$ cat src/rtl/map_pkg.sv
// Shared map geometry, tile codes and fetch FSM encoding for the map_RAM clients.
package map_pkg;

  localparam int MAP_ROWS = 30;
  localparam int MAP_COLS = 40;
  localparam int TILE_W   = 4;
  localparam int ROW_W    = MAP_COLS * TILE_W;

  typedef enum logic [TILE_W-1:0] {
    EMPTY      = 4'd0,
    WALL       = 4'd1,
    DOT        = 4'd2,
    PILL       = 4'd3,
    PACMAN     = 4'd4,
    GHOST      = 4'd5,
    GHOST_DOT  = 4'd6,
    GHOST_PILL = 4'd7
  } tile_e;

  typedef enum logic [1:0] {
    IDLE,
    WAIT,
    CAPTURE
  } fetch_state_e;

endpackage

$ cat src/rtl/map_tile_mux.sv
// Combinational 40:1 nibble select from a buffered map row; tile 0 sits in the top nibble.
module map_tile_mux
  import map_pkg::*;
(
  input  logic [ROW_W-1:0]  line,
  input  logic [5:0]        tx,
  output logic [TILE_W-1:0] tile
);

  // NOTE: assign a default before the loop so no path leaves tile unassigned (no latch).
  always_comb begin
    tile = '0;
    for (int i = 0; i < MAP_COLS; i++) begin
      if (tx == 6'(i)) tile = line[ROW_W-1-TILE_W*i -: TILE_W];
    end
  end

endmodule

$ cat src/rtl/map_row_fetcher.sv
// Prefetches one map row into a line buffer during hblank and serves one
// registered tile code per pixel to the renderer.
module map_row_fetcher
  import map_pkg::*;
#(
  parameter int RD_LAT   = 2,
  parameter int H_ACTIVE = 640,
  parameter int V_ACTIVE = 480,
  parameter int V_TOTAL  = 525
) (
  input  logic              CLOCK_50,
  input  logic              reset,
  input  logic              hblank_start,
  input  logic [9:0]        pixel_x,
  // 10 bits wide: the line counter runs up to V_TOTAL-1.
  input  logic [9:0]        pixel_y,
  input  logic [ROW_W-1:0]  rddata,
  output logic [4:0]        rdaddr,
  output logic [TILE_W-1:0] tile_code,
  output logic [3:0]        tile_px,
  output logic [3:0]        tile_py,
  output logic              busy,
  output logic              late_err
);

  localparam int CNT_W = (RD_LAT > 1) ? $clog2(RD_LAT) : 1;

  fetch_state_e      state, state_n;
  logic [CNT_W-1:0]  cnt, cnt_n;
  logic [4:0]        rdaddr_n;
  logic [ROW_W-1:0]  line_buf;
  logic [4:0]        buf_row;
  logic              buf_valid;
  logic [10:0]       target;
  logic [4:0]        target_row;
  logic              fetch_req;
  logic              pixel_active;
  logic [TILE_W-1:0] mux_tile;

  // The line after the last vblank line is line 0 of the next frame.
  assign target       = (pixel_y == 10'(V_TOTAL-1)) ? 11'd0 : {1'b0, pixel_y} + 11'd1;
  assign target_row   = target[8:4];
  assign fetch_req    = hblank_start && (target < 11'(V_ACTIVE))
                        && (!buf_valid || (target_row != buf_row));
  assign pixel_active = (pixel_x < 10'(H_ACTIVE)) && (pixel_y < 10'(V_ACTIVE));
  assign busy         = (state != IDLE);

  always_comb begin
    state_n  = state;
    cnt_n    = cnt;
    rdaddr_n = rdaddr;
    case (state)
      IDLE: begin
        if (fetch_req) begin
          rdaddr_n = target_row;
          cnt_n    = CNT_W'(RD_LAT-1);
          state_n  = WAIT;
        end
      end
      WAIT: begin
        if (cnt == '0) state_n = CAPTURE;
        else           cnt_n   = cnt - 1'b1;
      end
      CAPTURE: state_n = IDLE;
      default: state_n = IDLE;
    endcase
  end

  // NOTE: sequential state uses non-blocking (<=) so every register samples pre-edge values.
  always_ff @(posedge CLOCK_50 or negedge reset) begin
    if (!reset) begin
      state  <= IDLE;
      cnt    <= '0;
      rdaddr <= '0;
    end else begin
      state  <= state_n;
      cnt    <= cnt_n;
      rdaddr <= rdaddr_n;
    end
  end

  map_tile_mux u_mux (
    .line (line_buf),
    .tx   (pixel_x[9:4]),
    .tile (mux_tile)
  );

  // NOTE: line_buf is flops, not RAM, so it can and does take a reset value; a RAM array would not.
  always_ff @(posedge CLOCK_50 or negedge reset) begin
    if (!reset) begin
      line_buf  <= '0;
      buf_row   <= 5'h1F;
      buf_valid <= 1'b0;
      tile_code <= '0;
      tile_px   <= '0;
      tile_py   <= '0;
      late_err  <= 1'b0;
    end else begin
      if (state == CAPTURE) begin
        line_buf  <= rddata;
        buf_row   <= rdaddr;
        buf_valid <= 1'b1;
      end
      // A pulse or active pixel arriving mid-fetch means that line is not covered.
      if (busy && (hblank_start || pixel_active)) late_err <= 1'b1;
      tile_code <= (!pixel_active || !buf_valid || busy) ? '0 : mux_tile;
      tile_px   <= pixel_x[3:0];
      tile_py   <= pixel_y[3:0];
    end
  end

endmodule

$ cat config.mk
export PLATFORM = sky130hd
export DESIGN_NAME = map_row_fetcher
export DESIGN_NICKNAME = d
export VERILOG_FILES = /design/src/rtl/map_pkg.sv /design/src/rtl/map_tile_mux.sv /design/src/rtl/map_row_fetcher.sv
export SDC_FILE = /design/constraint.sdc
export NUM_CORES = 1
export LEC_CHECK = 0
export BUFFER_PORTS_ARGS = -buffer_cell sky130_fd_sc_hd__buf_2
export CAP_MARGIN = 10
export CORE_MARGIN = 2
export CORE_UTILIZATION = 59
export CTS_CLUSTER_DIAMETER = 40
export CTS_CLUSTER_SIZE = 24
export DETAILED_ROUTE_END_ITERATION = 10
export MAX_ROUTING_LAYER = met4
export PLACE_DENSITY = 0.92
export SLEW_MARGIN = 10
export SYNTH_ARGS = -nofsm -noshare
export SYNTH_HDL_FRONTEND = slang
export SYNTH_HIERARCHICAL = 1
export SYNTH_SLANG_ARGS = --single-unit
$ cat constraint.sdc
create_clock -name CLOCK_50 -period 3.18 [get_ports CLOCK_50]
set_input_delay 0.636 -clock CLOCK_50 [delete_from_list [all_inputs] [get_ports CLOCK_50]]
set_output_delay 0.636 -clock CLOCK_50 [all_outputs]
set_load 0.1 [all_outputs]
### Word level (Yosys, flattened, before mapping)

Index checks and enable logic that the tools add are counted.

| storage, ports and cells | value |
|---|---|
| flip-flop bits (word level) | 187 |
| output and inout port bits | 19 |

| operators by class | value |
|---|---|
| order comparisons | 3 |
| add/subtract/negate cells | 2 |
| reductions and logical operators | 17 |
| multiplexer cells | 48 |
| eq/ne operators | 45 |

Operators with widths:

| operator | number |
|---|---|
| 2-to-1 mux 4 bit | 41 |
| == test 6 x 5 -> 1 bit (second input constant) | 16 |
| == test 6 x 4 -> 1 bit (second input constant) | 8 |
| == test 6 bit (second input constant) | 8 |
| == test 6 x 3 -> 1 bit (second input constant) | 4 |
| == test 6 x 2 -> 1 bit (second input constant) | 2 |
| adder 10 x 1 -> 11 bit (second input constant) | 1 |
| < comparator 11 x 9 -> 1 bit (second input constant) | 1 |
| 2-to-1 mux 11 bit | 1 |
| == test 10 bit (second input constant) | 1 |
| < comparator 10 bit (second input constant) | 1 |
| < comparator 10 x 9 -> 1 bit (second input constant) | 1 |
| == test 6 x 1 -> 1 bit (second input constant) | 1 |
| zero test 6 bit | 1 |
| AND reduction 2 bit | 3 |
| != test 5 bit | 1 |
| logical AND 1 bit | 4 |
| logical OR 1 bit | 4 |
| 2-to-1 mux 2 bit | 2 |
| != test 2 bit (second input constant) | 2 |
| one-hot mux 2 bit (2 select lines) | 1 |
| nonzero test 2 bit | 2 |
| == test 2 x 1 -> 1 bit (second input constant) | 1 |
| == test 2 bit (second input constant) | 1 |
| 5 further kinds | 7 |

### Logic depth before layout (Yosys ltp)

Gate-level depths: netlist of run 1.

| logic depth | value |
|---|---|
| word-level depth | 42 |
| mapped depth | 11 |
| gate-level depth less buffers | 7 |

### By module

The synthesis of run 1 kept the hierarchy.

By module, submodules not included:

| module | area each (µm²) | instances | cells each |
|---|---|---|---|
| map_row_fetcher | 7198.2 | 1 | 444 |
| map_tile_mux | 2260.9 | 1 | 309 |

### Worst setup path after synthesis of run 1

No wires, ideal clock.

| timing | value |
|---|---|
| kind | in2reg |
| start | input pixel_x[9] |
| end | register tile_code[3] |
| arrival | 2.274 ns |
| setup slack | 0.787 ns |
| stages on the path | 8 |
| setup time | 0.119 ns |
| buffers on the path | 1 |
| path through | or4b_1 -> buf_2 -> a221oi_2 -> o22ai_1 -> a221o_1 -> a211oi_2 -> o21ai_1 -> and2_1 |

| between the ends | value |
|---|---|
| cells in the longest elaborated chain, start to end | 42 |
| elaborated cells on any way between the ends | 86 |

RTL lines:

| what | line | RTL |
|---|---|---|
| start: declaration | map_row_fetcher.sv:14 | `input logic [9:0] pixel_x,` |
| zero test 6 bit | map_tile_mux.sv:14 | `if (tx == 6'(i)) tile = line[ROW_W-1-TILE_W*i -: TILE_W];` |
| 2-to-1 mux 4 bit (39 in series) | map_tile_mux.sv:14 |  |
| 2-to-1 mux 4 bit * | map_tile_mux.sv:14 |  |
| net mux_tile[3] | map_row_fetcher.sv:38 | `logic [TILE_W-1:0] mux_tile;` |
| 2-to-1 mux 4 bit * | map_row_fetcher.sv:106 | `tile_code <= (!pixel_active \|\| !buf_valid \|\| busy) ? '0 : mux_tile;` |
| end signal: assignment | map_row_fetcher.sv:106 |  |
| end: declaration | map_row_fetcher.sv:19 | `output logic [TILE_W-1:0] tile_code,` |

Mark *: on every way through the listed nets, which the timed path passes. The rest lies on a longest branch.
A chain may end at the register's enable or synchronous reset.

### Final worst setup path of run 1

| timing | value |
|---|---|
| start | input pixel_x[8] |
| end | register tile_code[3] |

Same word-level chain as after synthesis.

==> results_dict.tcl, run 1 <==
set metrics [dict create \
    cts_sinks 187 \
    cts_tree "yes" \
    rsz0062_at_grt "no" \
    cts.path.max_buffers 2 \
    layout_min_cycle_time_ns 2.39 \
    vdd_drop_max_mv 0.630 \
    synth_compound_area_share_pct 11.7 \
    ys_seq_area_share_pct 49.5 \
    hp-class "in2reg" \
    grt_overflow 0 \
    worst_pin_slew_ns 0.988 \
    cts_buffers 17 \
    grt_pass1_wl_um 36100 \
    outcome "completed" \
    cts.htree.levels 4 \
    synth_top_area_cell "dfrtp_1" \
    synthCells 753 \
    cpMaxStageDelayCell "or4b_1" \
    critPathMaxFanout 21 \
    arrival_ns 2.72 \
    p_leak_nw 4.90 \
    grt_max_degree 188 \
    core_sq_um 15800 \
    slowest_delay_ns 0.68 \
    dr_total_vias 7082 \
    synthesis.area_sq_um 9460 \
    track_usage_pct 28.8 \
    cts_resized 0 \
    synth_ff_type "dfrtp_1" \
    clock_skew_ns 0.0128 \
    cts_setup_buffers 0 \
    cts_root_buffer "clkbuf_16" \
    synth_xor_area_share_pct 1.12 \
    synth_mux_area_share_pct 25.6 \
    setup_violations 0 \
    drive_gt1_share_pct 32.4 \
    fp-row-count 46 \
    setup_tns_ns 0 \
    start_util_pct 60.0 \
    ff_latch_area_sq_um 4690 \
    dieArea_sq_um 17100 \
    portBuffers 201 \
    antenna_found_initial 1 \
    holdBufCountCts 0 \
    vias_per_cell 6.09 \
    dp_slack_ns 0.340 \
    crit_required_ns 3.51 \
    synthAdderAreaFrac_pct 0 \
    finalPower_w 0.00955 \
    postSynth.asyncResetShare_pct 100 \
    syn-num-nets 936 \
    synth_top_family_by_area "multiplexers" \
    avgSynthCellArea_sq_um 12.6 \
    final_core_util_pct 71.2 \
    hold_viol 0 \
    synth_top_area_share_pct 48.1 \
    min_period_over_period_pct 75.2 \
    crit_chain "buf_2 > or4b_1 > a221oi_2 > o22ai_1 > a221o_1 > a211oi_2 > o21ai_1 > and2_1" \
    crit_type "in2reg" \
    routedWlPerCell_um 20.2 \
    layout.nets 1116 \
    drt_wl_total_um 23400 \
    drv_cap 0 \
    ys_seq_elements 187 \
    relSlewSlack_pct 34.1 \
    multiInputGateArea_sq_um 4420 \
    fmax_ghz 0.418 \
    clk_latency_ns 0.44 \
    io_pins 202 \
    synth-simple-area-share_pct 8.21 \
    grt_pass1_vias 6880 \
    ant_nets 0 \
    drt_iter0_drc 741 \
    yosys_warnings 6 \
    cts.reportedPaths.clkPinSlew_ns 0.07 \
    finalMaxSlewViolations 0 \
    first_pass_iters 6 \
    fp.dieH_um 131 \
    synth_cell_types 83 \
    synth_edf_count 0 \
    path_buf_inv 1 \
    critPathTopFamily "compound AO/OA/AOI/OAI gates" \
    drc 0 \
    endpoint_kind "flip-flop" \
    yosys-top-cells-area "dfrtp_1, mux2_1, mux2_2" \
    fill_cells 1123 \
    cellPowerDensity_nw_per_um2 851 \
    area_delta_synth_final_pct 18.7 \
    die_x_um 131 \
    gp_congestion 0.903 \
    crit_path_start_kind "input port" \
    hpwlAfterDp_um 16500 \
    fin_ws_ns 0.788 \
]
## worst register-to-register path: cells and delay by family, from the launching register on
kind            cells  cell delay, ns
compound gates      4            0.96
flops               1            0.38
mux                 1            0.49
simple gates        2            0.25
## placed cells by master, fill, tap and decap left out, drive strengths merged, types with 5 or more instances in the layout
cell type  count
nand2b        10
a22oi          5
nand2         20
xnor2          6
nor2          19
clkbuf        18
o22ai         10
a21oi         33
nand3         13
mux2i         21
o221ai         7
inv           17
dfrtp        182
dfstp          5
buf          220
o211ai         9
a31oi          5
and2           7
or4b           5
nor3          12
o21ai         30
a211oi         6
mux2         189
## cell families (layout without fill, tap and decap cells)
kind of cell	count (synthesis)	after routing
xor gates and xnor gates	10	10
muxes	213	213
AOI/OAI and AO/OA	152	152
other	0	1
DFF	187	187
buffers and inverters	71	263
and+or+nand+nor	120	120
## cells in the mapped netlist (all sizes together) (3+ instances only)
cell type  number
a21oi          33
inv            10
nor2b           4
nand2          20
nor4            4
xor2            4
o21ai          30
clkbuf         23
o211ai          9
or4b            5
a41oi           3
dfrtp         182
a221oi          3
a31oi           5
a211o           4
o22ai          10
a211oi          6
o2bb2ai         3
xnor2           6
nand3b          3
nand3          13
mux2i          21
a22oi           5
and2            7
nand4bb         3
and4bb          3
nor4b           4
o32ai           4
nand2b         10
o221ai          7
nand4           4
dfstp           5
a32oi           3
mux2          189
a311oi          3
nor2           19
a2111oi         4
buf            37
nor3           12
mux4            3
a2bb2oi         3
## final timing paths
| kind | startpoint | endpoint | slack [ns] | depth (start not counted) |
|---|---|---|---|---|
| worst max-delay path | pixel_x[8] | tile_code[3] | 0.79 | 8 |
| worst min-delay path | pixel_x[1] | tile_px[1] | 0.31 | 1 |
| worst max register to register | line_buf[144] | tile_code[0] | 1.00 | 7 |
| worst min register to register | cnt | state[1] | 0.45 | 1 |
| max in group asynchronous | reset | tile_px[3] | 2.06 | 2 |
| min in group asynchronous | reset | line_buf[17] | 0.40 | 2 |
## state kept, by name, summed over array words and instances (netlist names)
register	cells
buf_row	5
line_buf	160
tile_code	4
rdaddr	5
late_err	1
tile_py	4
tile_px	4
cnt	1
state	2
buf_valid	1
## report_power, final
| group | total [W] | internal, W | leakage [nW] | switching (W) |
|---|---|---|---|---|
| clock | 0.00213 | 0.00117 | 0.276 | 0.000955 |
| combinational | 0.00305 | 0.00146 | 2.44 | 0.00159 |
| sequential | 0.00438 | 0.00357 | 2.18 | 0.000808 |
## metal layers
layer  vias to the layer above  wire, um  global-route usage (%)
met3                        47      1730                    5.25
met2                       348     11200                    43.3
li1                       3197         -                       -
met1                      3490      9960                    39.5
met4                         0       567                    10.5
met5                         -         0                       -
## per-stage QoR
step | hold WS, ns | cells | area [sq um]
finish | 0.310 | 1162 | 11200
CTS | 0.293 | 1161 | 11200
detailed placement | 0.443 | 1130 | 10600
floorplan | 0.340 | 753 | 9460
global placement | 0.431 | 1130 | 10600
global route | 0.294 | 1162 | 11200
## area by class of cell
class / instances / share of cell area (%)
flip-flops and latches: 187 / 41.7
multi-input cells: 495 / 39.3
repair buffers: 221 / 11.0
clock buffers: 17 / 3.79
well taps: 216 / 2.41
clock inverters: 14 / 1.42
inverters: 11 / 0.368
diodes: 1 / 0.0223
(Power assumes the default switching activity.)
==> run 2: changes to the inputs <==
--- a/config.mk
+++ b/config.mk
@@ -5,15 +5,16 @@
 export SDC_FILE = /design/constraint.sdc
 export NUM_CORES = 1
 export LEC_CHECK = 0
+export ABC_AREA = 1
 export BUFFER_PORTS_ARGS = -buffer_cell sky130_fd_sc_hd__buf_2
 export CAP_MARGIN = 10
 export CORE_MARGIN = 2
-export CORE_UTILIZATION = 59
+export CORE_UTILIZATION = 54
 export CTS_CLUSTER_DIAMETER = 40
 export CTS_CLUSTER_SIZE = 24
 export DETAILED_ROUTE_END_ITERATION = 10
 export MAX_ROUTING_LAYER = met4
-export PLACE_DENSITY = 0.92
+export PLACE_DENSITY = 0.87
 export SLEW_MARGIN = 10
 export SYNTH_ARGS = -nofsm -noshare
 export SYNTH_HDL_FRONTEND = slang
==> constraint.sdc (replaced) <==
create_clock -name CLOCK_50 -period 2.4 [get_ports CLOCK_50]
set_input_delay 0.48 -clock CLOCK_50 [delete_from_list [all_inputs] [get_ports CLOCK_50]]
set_output_delay 0.48 -clock CLOCK_50 [all_outputs]
set_load 0.1 [all_outputs]
==> run 2 against run 1 <==
The run now ends with setup timing left. Largest power group unchanged. Critical path depth grew 19. Critical path type unchanged. Worst setup slack got worse by 1.0 ns. Highest routed layer unchanged. Non-clock buffer count grew 51. Flip-flop and latch count stayed put.
==> results_dict.tcl, run 2 <==
set metrics [dict create \
    clock_skew_ns 0.00884 \
    setup_violations 4 \
    endpoint_kind "flip-flop" \
    drt_wl_total_um 23600 \
    violations "setup timing" \
    drt_iter0_drc 454 \
    grt_max_degree 56 \
    routed.top_layer "met4" \
    ys_seq_elements 187 \
    p_comb_share_pct 32.7 \
    track_usage_pct 28.6 \
    fmax_ghz 0.376 \
    multiInputGateArea_sq_um 3830 \
    cts_tree "yes" \
    dieArea_sq_um 17500 \
    synth_cell_types 28 \
    layout_min_cycle_time_ns 2.66 \
    synth_edf_count 0 \
    cellPowerDensity_nw_per_um2 1100 \
    met2_length_um 11900 \
    avgSynthCellArea_sq_um 9.91 \
    portBuffers 201 \
    outcome "finished with violations" \
    wl_met3_um 1710 \
    drive_gt1_share_pct 43.9 \
    cts.htree.levels 4 \
    arrival_ns 2.97 \
    synth_top_area_cell "dfrtp_1" \
    antenna_found_initial 3 \
    fp-row-count 46 \
    fill_cells 1164 \
    clk_latency_ns 0.43 \
    placed_area_sq_um 10600 \
    routedWlPerCell_um 16.9 \
    setup_tns_ns -0.784 \
    internal_power_w 0.00831 \
    ff_latch_area_sq_um 4690 \
    holdBufCountCts 0 \
    hpwlAfterDp_um 17500 \
    power_frac_seq_pct 45.5 \
    final_common_cell "nand2_1" \
    gp_congestion 0.903 \
    netSwitchingFraction_pct 33.4 \
    synthesis.area_sq_um 8890 \
    p_leak_nw 5.52 \
    area_delta_synth_final_pct 27.3 \
    min_period_over_period_pct 111 \
    crit_type "in2reg" \
    switchingPower_w 0.00417 \
    cts_buffers 17 \
    dr_total_vias 7377 \
    grt_overflow 0 \
    core_sq_um 16000 \
    finalMaxSlewViolations 0 \
    drv_cap 0 \
    cts_root_buffer "clkbuf_16" \
    critPathMaxFanout 5 \
    ys_seq_area_share_pct 52.7 \
    largest_register "line_buf" \
    vias_per_cell 5.27 \
    grt_pass1_vias 7700 \
    die_x_um 132 \
    relSlewSlack_pct 64.2 \
    final_cell_area_sq_um 11300 \
    cts_sinks 187 \
    crit_path_start_kind "input port" \
    finalPower_w 0.0125 \
    mostFrequentLayoutCells "nand2_1, buf_2, dfrtp_1, mux2_2, inv_1" \
    grt_pass1_wl_um 38100 \
    worst_pin_slew_ns 0.537 \
    cts.reportedPaths.clkPinSlew_ns 0.06 \
    io_pins 202 \
    cts.path.max_buffers 2 \
    yosys-top-cells-area "dfrtp_1, mux2_2, nand2_1" \
    rsz0062_at_grt "yes" \
    start_util_pct 55.6 \
    yosys_warnings 6 \
    layout.nets 1351 \
    largest_reg_flops 160 \
    postSynth.asyncResetShare_pct 100 \
    top_regs "line_buf (160), buf_row (5), rdaddr (5)" \
    wl_met1_um 9610 \
    ant_nets 0 \
    first_pass_iters 8 \
    synth_top_area_share_pct 51.2 \
    hold_viol 0 \
    fin_ws_ns -0.259 \
    hp-class "in2async" \
    p_clk_share_pct 21.8 \
    fp.dieH_um 132 \
    syn-num-nets 1080 \
    crit_required_ns 2.71 \
    synth_ff_type "dfrtp_1" \
    vdd_drop_max_mv 1.24 \
    drc 0 \
    yosysMostFrequentCell "nand2_1" \
    synth_commonest_cells "nand2_1, dfrtp_1, mux2_2" \
    synthCells 897 \
]
[run 2: layout make-up]
class / count / area share, %
diodes: 4 / 0.0884
flip-flops and latches: 187 / 41.4
inverters: 92 / 3.07
well taps: 216 / 2.39
multi-input cells: 598 / 33.9
clock inverters: 7 / 0.597
repair buffers: 272 / 14.2
clock buffers: 25 / 4.38
[run 2: logic make-up (layout without fill, tap and decap cells)]
family	Yosys count	after routing	synth area share, %
mux	160	160	20.3
simple gates	404	404	20.1
buf+inv	112	396	5.02
compound gates	34	34	1.96
other cells	0	4	0
flops	187	187	52.7
[run 2: stage by stage]
step / util [%] / setup WS, ns / hold slack [ns] / cells
global placement: 66.4 / -0.600 / 0.414 / 1359
floorplan: - / 0.0195 / 0.184 / 897
CTS: 70.3 / -0.238 / 0.00903 / 1397
detailed placement: 66.4 / -0.617 / 0.423 / 1359
global route: 70.7 / -0.486 / 0.0218 / 1400
finish: 70.8 / -0.259 / 0.000985 / 1401
[run 2: critical path, stage by stage]
cell,delay (ns)
buf_2,0.13
inv_1,0.10
nor2_2,0.05
nand2_1,0.13
nor2_4,0.06
a21oi_1,0.16
nand4_1,0.13
nand2_1,0.10
nand4_1,0.09
nand2_1,0.07
nand4_1,0.12
nor2_2,0.12
nand4_1,0.10
nand2_1,0.09
nand3_2,0.06
nand2_2,0.08
nand3_2,0.06
nand2_1,0.07
nand4_1,0.11
nor2_1,0.13
nand4_1,0.09
nand2_1,0.07
nand4_1,0.10
nor2_1,0.10
nand3_1,0.07
inv_1,0.05
nor2_1,0.04
[run 2: final timing paths]
check	cells after the start	end	startpoint	slack (ns)
min in group CLOCK_50	1	tile_px[1]	pixel_x[1]	0.15
setup / recovery	27	tile_code[3]	pixel_x[5]	-0.26
setup reg to reg	24	tile_code[3]	line_buf[151]	-0.22
max in group asynchronous	2	line_buf[72]	reset	1.67
hold reg to reg	1	state[1]	cnt	0.43
hold / removal	1	line_buf[112]	reset	0.001
[run 2: per-layer routing]
metal | track usage, % | vias up
li1 | - | 3479
met1 | 34.1 | 3566
met2 | 48.4 | 293
met3 | 7.19 | 39
met4 | 7.65 | 0
met5 | - | -
[run 2: power groups by stage]
stage	combinational (W)	sequential [W]	clock [W]
after global routing	0.00442	0.00585	0.00288
after global placement	0.00385	0.00561	0
after CTS	0.00410	0.00566	0.00275
after floorplan	0.00278	0.00570	0
final	0.00408	0.00568	0.00272
after detailed placement	0.00403	0.00568	0
[run 2: repair_timing]
item	CTS	global route
pin swaps	14	19
setup buffers	6	0
gates resized for setup	7	18
setup endpoints to repair	3	4
cloned	0	0
